==> src/rtl/coherence_cache_pkg.sv <==
// Shared coherence definitions: MESIF state indices, bus ops, snoop response
// bits and the bus controller FSM state type.
package coherence_cache_pkg;

  localparam int MESIF_BITS = 5;
  localparam int MESIF_F    = 0;
  localparam int MESIF_I    = 1;
  localparam int MESIF_S    = 2;
  localparam int MESIF_E    = 3;
  localparam int MESIF_M    = 4;

  localparam int              BUS_OP_BITS = 2;
  localparam logic [BUS_OP_BITS-1:0] BUS_NOP  = 2'd0;
  localparam logic [BUS_OP_BITS-1:0] BUS_RD   = 2'd1;
  localparam logic [BUS_OP_BITS-1:0] BUS_RDX  = 2'd2;
  localparam logic [BUS_OP_BITS-1:0] BUS_UPGR = 2'd3;

  localparam int BUS_RESP_BITS  = 3;
  localparam int LINE_EXIST_BIT = 0;
  localparam int FLUSH_BIT      = 1;
  localparam int FLUSH_OPT_BIT  = 2;

  typedef enum logic [2:0] {
    ST_IDLE,
    ST_SNOOP,
    ST_RESOLVE,
    ST_MEM,
    ST_DONE
  } bus_state_t;

  function automatic logic [MESIF_BITS-1:0] mesif_onehot(input int idx);
    return MESIF_BITS'(1) << idx;
  endfunction

endpackage

==> src/rtl/coherence_rr_arb.sv <==
// Round-robin arbiter: search starts at the pointer, pointer moves past the
// winner whenever a grant is taken.
module coherence_rr_arb #(
  parameter int NUM_CORE = 4,
  parameter int PTR_W    = (NUM_CORE > 1) ? $clog2(NUM_CORE) : 1
) (
  input  logic                clk,
  input  logic                rst,
  input  logic [NUM_CORE-1:0] req,
  input  logic                en,
  output logic [NUM_CORE-1:0] grant,
  output logic [PTR_W-1:0]    grant_idx
);

  logic [PTR_W-1:0] ptr_q;
  logic [PTR_W-1:0] cand;
  logic             found;

  always_comb begin
    grant     = '0;
    grant_idx = '0;
    cand      = '0;
    found     = 1'b0;
    for (int i = 0; i < NUM_CORE; i++) begin
      cand = PTR_W'((int'(ptr_q) + i) % NUM_CORE);
      if (!found && req[cand]) begin
        found       = 1'b1;
        grant[cand] = 1'b1;
        grant_idx   = cand;
      end
    end
  end

  always_ff @(posedge clk or posedge rst) begin
    if (rst) begin
      ptr_q <= '0;
    end else if (en && found) begin
      ptr_q <= (grant_idx == PTR_W'(NUM_CORE - 1)) ? '0 : grant_idx + PTR_W'(1);
    end
  end

endmodule

==> src/rtl/coherence_bus_ctrl.sv <==
// Snooping coherence bus controller: grants one core, snoops peers, resolves
// the MESI/MESIF fill state. Define COHERENCE_FORWARD_EN for MESIF forwarding.
module coherence_bus_ctrl
  import coherence_cache_pkg::*;
#(
  parameter int NUM_CORE     = 4,
  parameter int ADDR_W       = 32,
  parameter int RESP_TIMEOUT = 16
) (
  input  logic                              clk,
  input  logic                              rst,
  input  logic [NUM_CORE-1:0]               req_valid,
  output logic [NUM_CORE-1:0]               req_ready,
  input  logic [NUM_CORE*BUS_OP_BITS-1:0]   req_op,
  input  logic [NUM_CORE*ADDR_W-1:0]        req_addr,
  output logic [NUM_CORE-1:0]               snp_valid,
  output logic [BUS_OP_BITS-1:0]            snp_op,
  output logic [ADDR_W-1:0]                 snp_addr,
  input  logic [NUM_CORE-1:0]               snp_resp_valid,
  input  logic [NUM_CORE*BUS_RESP_BITS-1:0] snp_resp,
  output logic                              mem_req,
  input  logic                              mem_ack,
  output logic [NUM_CORE-1:0]               cmp_valid,
  output logic [MESIF_BITS-1:0]             cmp_state,
  output logic                              cmp_peer_data,
  output logic                              cmp_timeout
);

  localparam int PTR_W = (NUM_CORE > 1) ? $clog2(NUM_CORE) : 1;
  localparam int TMR_W = $clog2(RESP_TIMEOUT + 1);

  bus_state_t                 state_q, state_nxt;
  logic [NUM_CORE-1:0]        grant;
  logic [PTR_W-1:0]           grant_idx;
  logic                       arb_en, accept;
  logic [BUS_OP_BITS-1:0]     grant_op;
  logic [ADDR_W-1:0]          grant_addr;

  logic [PTR_W-1:0]           req_idx_q;
  logic [BUS_OP_BITS-1:0]     op_q;
  logic [ADDR_W-1:0]          addr_q;
  logic [NUM_CORE-1:0]        seen_q;
  logic [BUS_RESP_BITS-1:0]   resp_acc_q;
  logic [TMR_W-1:0]           timer_q;
  logic                       timeout_q;

  logic [NUM_CORE-1:0]        peer_mask, snp_pending, got;
  logic [BUS_RESP_BITS-1:0]   resp_now;
  logic                       all_seen, timer_expired, skip_snoop;
  logic                       peer_data, need_mem;

  function automatic logic [MESIF_BITS-1:0] resolve_state(
    input logic [BUS_OP_BITS-1:0] op,
    input logic                   exist
  );
    logic [MESIF_BITS-1:0] st;
    st = '0;
    case (op)
      BUS_RD: begin
        if (!exist) begin
          st = mesif_onehot(MESIF_E);
        end else begin
`ifdef COHERENCE_FORWARD_EN
          st = mesif_onehot(MESIF_F);
`else
          st = mesif_onehot(MESIF_S);
`endif
        end
      end
      BUS_RDX, BUS_UPGR: st = mesif_onehot(MESIF_M);
      default:           st = '0;
    endcase
    return st;
  endfunction

  assign arb_en = (state_q == ST_IDLE) && !rst;
  assign accept = arb_en && (|grant);

  coherence_rr_arb #(
    .NUM_CORE (NUM_CORE),
    .PTR_W    (PTR_W)
  ) u_arb (
    .clk       (clk),
    .rst       (rst),
    .req       (req_valid),
    .en        (arb_en),
    .grant     (grant),
    .grant_idx (grant_idx)
  );

  assign grant_op   = req_op[int'(grant_idx)*BUS_OP_BITS +: BUS_OP_BITS];
  assign grant_addr = req_addr[int'(grant_idx)*ADDR_W +: ADDR_W];
  assign skip_snoop = (NUM_CORE == 1) || (grant_op == BUS_NOP);

  // Snoop bookkeeping: a response only counts while its strobe is still up.
  always_comb begin
    peer_mask   = ~(NUM_CORE'(1) << req_idx_q);
    snp_pending = (state_q == ST_SNOOP) ? (peer_mask & ~seen_q) : '0;
    got         = snp_pending & snp_resp_valid;
    resp_now    = '0;
    for (int i = 0; i < NUM_CORE; i++) begin
      if (got[i]) resp_now = resp_now | snp_resp[i*BUS_RESP_BITS +: BUS_RESP_BITS];
    end
    all_seen      = (((seen_q | got) & peer_mask) == peer_mask);
    timer_expired = (timer_q == TMR_W'(RESP_TIMEOUT - 1)) && !all_seen;
    peer_data     = resp_acc_q[FLUSH_BIT] | resp_acc_q[FLUSH_OPT_BIT];
    need_mem      = ((op_q == BUS_RD) || (op_q == BUS_RDX)) && !peer_data;
  end

  always_ff @(posedge clk or posedge rst) begin
    if (rst) begin
      state_q <= ST_IDLE;
    end else begin
      state_q <= state_nxt;
    end
  end

  always_comb begin
    state_nxt     = state_q;
    req_ready     = '0;
    snp_valid     = '0;
    snp_op        = '0;
    snp_addr      = '0;
    mem_req       = 1'b0;
    cmp_valid     = '0;
    cmp_state     = '0;
    cmp_peer_data = 1'b0;
    cmp_timeout   = 1'b0;
    case (state_q)
      ST_IDLE: begin
        if (accept) begin
          req_ready = grant;
          state_nxt = skip_snoop ? ST_RESOLVE : ST_SNOOP;
        end
      end
      ST_SNOOP: begin
        snp_valid = snp_pending;
        snp_op    = op_q;
        snp_addr  = addr_q;
        if (all_seen || timer_expired) state_nxt = ST_RESOLVE;
      end
      ST_RESOLVE: state_nxt = need_mem ? ST_MEM : ST_DONE;
      ST_MEM: begin
        mem_req = 1'b1;
        if (mem_ack) state_nxt = ST_DONE;
      end
      ST_DONE: begin
        cmp_valid     = NUM_CORE'(1) << req_idx_q;
        cmp_state     = resolve_state(op_q, resp_acc_q[LINE_EXIST_BIT]);
        cmp_peer_data = peer_data;
        cmp_timeout   = timeout_q;
        state_nxt     = ST_IDLE;
      end
      default: state_nxt = ST_IDLE;
    endcase
  end

  always_ff @(posedge clk or posedge rst) begin
    if (rst) begin
      req_idx_q  <= '0;
      seen_q     <= '0;
      resp_acc_q <= '0;
      timer_q    <= '0;
      timeout_q  <= 1'b0;
    end else begin
      case (state_q)
        ST_IDLE: begin
          if (accept) begin
            req_idx_q  <= grant_idx;
            seen_q     <= '0;
            resp_acc_q <= '0;
            timer_q    <= '0;
            timeout_q  <= 1'b0;
          end
        end
        ST_SNOOP: begin
          seen_q     <= seen_q | got;
          resp_acc_q <= resp_acc_q | resp_now;
          timer_q    <= timer_q + TMR_W'(1);
          if (timer_expired) timeout_q <= 1'b1;
        end
        default: ;
      endcase
    end
  end

  // Request payload is only observed after acceptance, so it needs no reset.
  always_ff @(posedge clk) begin
    if (accept) begin
      op_q   <= grant_op;
      addr_q <= grant_addr;
    end
  end

endmodule

==> config.mk <==
export PLATFORM = sky130hd
export DESIGN_NAME = coherence_bus_ctrl
export DESIGN_NICKNAME = d
export VERILOG_FILES = /design/src/rtl/coherence_cache_pkg.sv /design/src/rtl/coherence_rr_arb.sv /design/src/rtl/coherence_bus_ctrl.sv
export SDC_FILE = /design/constraint.sdc
export NUM_CORES = 1
export LEC_CHECK = 0
export ABC_AREA = 1
export CORE_MARGIN = 3
export CORE_UTILIZATION = 41
export CTS_CLUSTER_SIZE = 24
export DETAILED_ROUTE_END_ITERATION = 10
export HOLD_SLACK_MARGIN = 0.06
export PLACE_DENSITY_LB_ADDON = 0.1
export SYNTH_ARGS = -nofsm -noshare
export SYNTH_HDL_FRONTEND = slang
export SYNTH_SLANG_ARGS = --single-unit
==> constraint.sdc <==
create_clock -name clk -period 3.1 [get_ports clk]
set_input_delay 0.62 -clock clk [delete_from_list [all_inputs] [get_ports clk]]
set_output_delay 0.62 -clock clk [all_outputs]
set_load 0.005 [all_outputs]
==> impl_metrics.yaml <==
worst_setup_path:
  r2r_cells: 17
  cp.required_ns: 2.48
  reg2reg_setup_slack_ns: 0.58
  crit_type: "in -> out"
  cp_max_fo: 6
  arrival_ns: 2.28
  worstSetupStartpointType: "primary input"
  cp-end-kind: "primary output"
global_routing:
  first_global_vias: 4330
  grt_overflow: 0
  grt_use_total_pct: 22.3
  grt_max_degree: 48
  grt_pass1_wl_mm: 20.6
  antenna_found_initial: 0
synthesis:
  ys_ff_latch: 54
  yosys.area_share.simple_pct: 31.3
  yosysWarnings: 0
  netlist.top_cell.by_area: "edfxtp_1"
  synth_top_area_share_pct: 24.7
  post_synth_inst_count: 570
  synthAdderAreaFrac_pct: 3.94
  ys_types: 39
  synth_compound_area_share_pct: 15.0
  ys_seq_area_share_pct: 36.9
  synthTopCellsByArea: "edfxtp_1 25%, nand2_1 16%, dfrtp_1 12%"
  avgSynthCellArea_um2: 7.24
  synth_xor_area_share_pct: 0
  synth_mux_area_share_pct: 0
  synth_top_family_by_area: "simple AND/OR/NAND/NOR gates"
  mappedNetlistArea_mm2: 0.00413
floorplanning:
  rows: 35
  die_area_mm2: 0.0113
  die_x_um: 106
  fp.dieH_um: 106
  ios: 213
  core_mm2: 0.00950
  start_util_pct: 43.4
route:
  dr.pass1.iters: 5
  routedWlPerCell_um: 14.3
  drtAntennaViolNets: 0
  vias_per_cell: 5.02
  drtIter0Drc: 212
  routed_wl_mm: 13.1
  drcViolationCount: 0
  vias: 4581
cts:
  cts-root-buf: "clkbuf_8"
  cts_buffers: 5
  clock_latency_ns: 0.30
  cts.sinks: 54
  cts_tree: "yes"
  clock_path_buffers: 2
  htree_levels: 2
  clk_pin_slew_worst_paths_ns: 0.09
timing:
  fmax_mhz: 345
  tightest_slew_ns: 0.776
  setup_viol: 0
  fin_tns_setup_ns: 0
  hold_viol: 0
  fin_worst_skew_ns: 0.00607
  finalCritPeriodShare_pct: 93.5
  fin_crit_ns: 2.90
  slew_viol_final: 0
  hold-worst-slack_ns: 0.488
  maxSlewHeadroom_pct: 48.2
  rsz0062_at_grt: "no"
worst_hold_path:
  hold_class: "reg -> reg"
  hold_depth: 2
place:
  hpwl_mm: 10.3
  gp_congestion: 0.873
  dp.cells: 901
  port_buffers: 210
cells_and_area:
  final_cells: 913
  layout-drive-gt1-share_pct: 8.16
  mostFrequentLayoutCell: "clkdlybuf4s50_1"
  fin_nets: 955
  final_util_pct: 68.8
  area_delta_synth_final_pct: 58.5
  final_cell_mix: "202 x clkdlybuf4s50_1, 174 x nand2_1, 68 x inv_1, 65 x nor2_1, 37 x a21oi_1"
  nFillCells: 794
  n_antenna_cell: 0
outcome:
  status: "complete, no violations"
power:
  power.density_mw_per_mm2: 1130
  vdd_drop_max_mv: 0.764
  p_leak_nw: 2.91
run:
  maxCapViolations: 0
[cells in the mapped netlist]
| master | count |
|---|---|
| a211oi_1 | 1 |
| a21boi_0 | 1 |
| a21oi_1 | 37 |
| a21oi_2 | 1 |
| a221oi_1 | 3 |
| a22oi_1 | 1 |
| a32o_1 | 3 |
| a32oi_1 | 32 |
| and2_1 | 1 |
| buf_2 | 12 |
| buf_4 | 5 |
| buf_6 | 10 |
| clkbuf_1 | 5 |
| conb_1 | 1 |
| dfrtp_1 | 20 |
| edfxtp_1 | 34 |
| ha_1 | 13 |
| inv_1 | 72 |
| inv_2 | 7 |
| nand2_1 | 175 |
| nand2_2 | 7 |
| nand2_4 | 1 |
| nand3_1 | 31 |
| nand3_2 | 1 |
| nand3_4 | 1 |
| nand3b_4 | 1 |
| nand4_1 | 3 |
| nor2_1 | 65 |
| nor2_2 | 1 |
| nor2_8 | 1 |
| nor3_1 | 7 |
| nor3_4 | 1 |
| nor4_1 | 3 |
| nor4_2 | 1 |
| o211ai_1 | 1 |
| o21ai_0 | 3 |
| o21ai_1 | 6 |
| o22ai_1 | 1 |
| o31ai_1 | 1 |
[timing repair]
item | 4_1_cts | 5_1_grt
buffers inserted | 3 | 1
hold buffers | 0 | 0
resized for setup | 11 | 9
endpoints found under the setup margin | 4 | 3
pin swaps | 1 | 2
[metrics by stage]
stage | power [W] | setup slack [ns] | instance area, um^2
final | 0.00739 | 0.200 | 6540
after floorplan | 0.00516 | 0.414 | 4130
after global routing | 0.00812 | 0.00620 | 6540
after global placement | 0.00675 | -0.170 | 6400
after detailed placement | 0.00695 | -0.252 | 6400
after CTS | 0.00738 | 0.0650 | 6500
[final cells by class]
cell class,count,area [um^2],area share (%)
sequential,54,1520,23.3
tap,129,161,2.47
clock buffer,7,76.3,1.17
multi-input combinational,406,2110,32.2
clock inverter,1,6.26,0.0957
timing repair buffer,237,2370,36.2
inverter,79,297,4.54
[report_power, final]
| part | switching, W | internal [W] |
|---|---|---|
| registers | 0.000156 | 0.00141 |
| clock network | 0.000223 | 0.000161 |
| logic | 0.00316 | 0.00229 |
| total | 0.00354 | 0.00386 |
[worst paths after layout]
| kind | startpoint | to |
|---|---|---|
| worst max register to register | u_arb.ptr_q[0] | addr_q[31] |
| worst min-delay path | resp_acc_q[2] | resp_acc_q[2] |
| worst max-delay path | req_valid[3] | req_ready[3] |
| worst min register to register | resp_acc_q[2] | resp_acc_q[2] |
| max in group asynchronous | rst | timer_q[0] |
| min in group asynchronous | rst | state_q[1] |
[layer usage]
layer  vias up  global-route usage [%]  wire length (um)
met5         -                       0                 0
met4         0                    5.55               193
met3        18                    6.38              1200
met2       190                    40.2              6570
met1      2069                    25.9              5140
li1       2304                       -                 -
[state kept, by name, indices dropped and copies added, names as in the netlist, 2 cells and up]
register     cells
addr_q          32
op_q             2
req_idx_q        2
resp_acc_q       3
seen_q           4
state_q          3
timer_q          5
u_arb.ptr_q      2
[worst max-delay path: stages]
cell and delay, ns:
dlygate4sd2_1 0.25, inv_2 0.05, nand2_1 0.09, nand3_2 0.11, nand2_4 0.15, inv_2 0.05, nand4_1 0.12, inv_2 0.06
buf_4 0.13, nand2_1 0.05, nand2_1 0.08, nor2_1 0.11, nand2_1 0.07, nand2_2 0.07, nor2_1 0.04, dlygate4sd2_1 0.25
[kinds of logic (layout without fill, tap and decap cells)]
logic type	count (synthesis)	count (layout)
other	1	2
flip-flops	54	54
adder cells (fa/ha/maj)	13	13
AO/OA/AOI/OAI	91	91
AND/OR/NAND/NOR	300	300
buffers and inverters	111	324
Note: power is estimated with default switching activity, not from simulation.
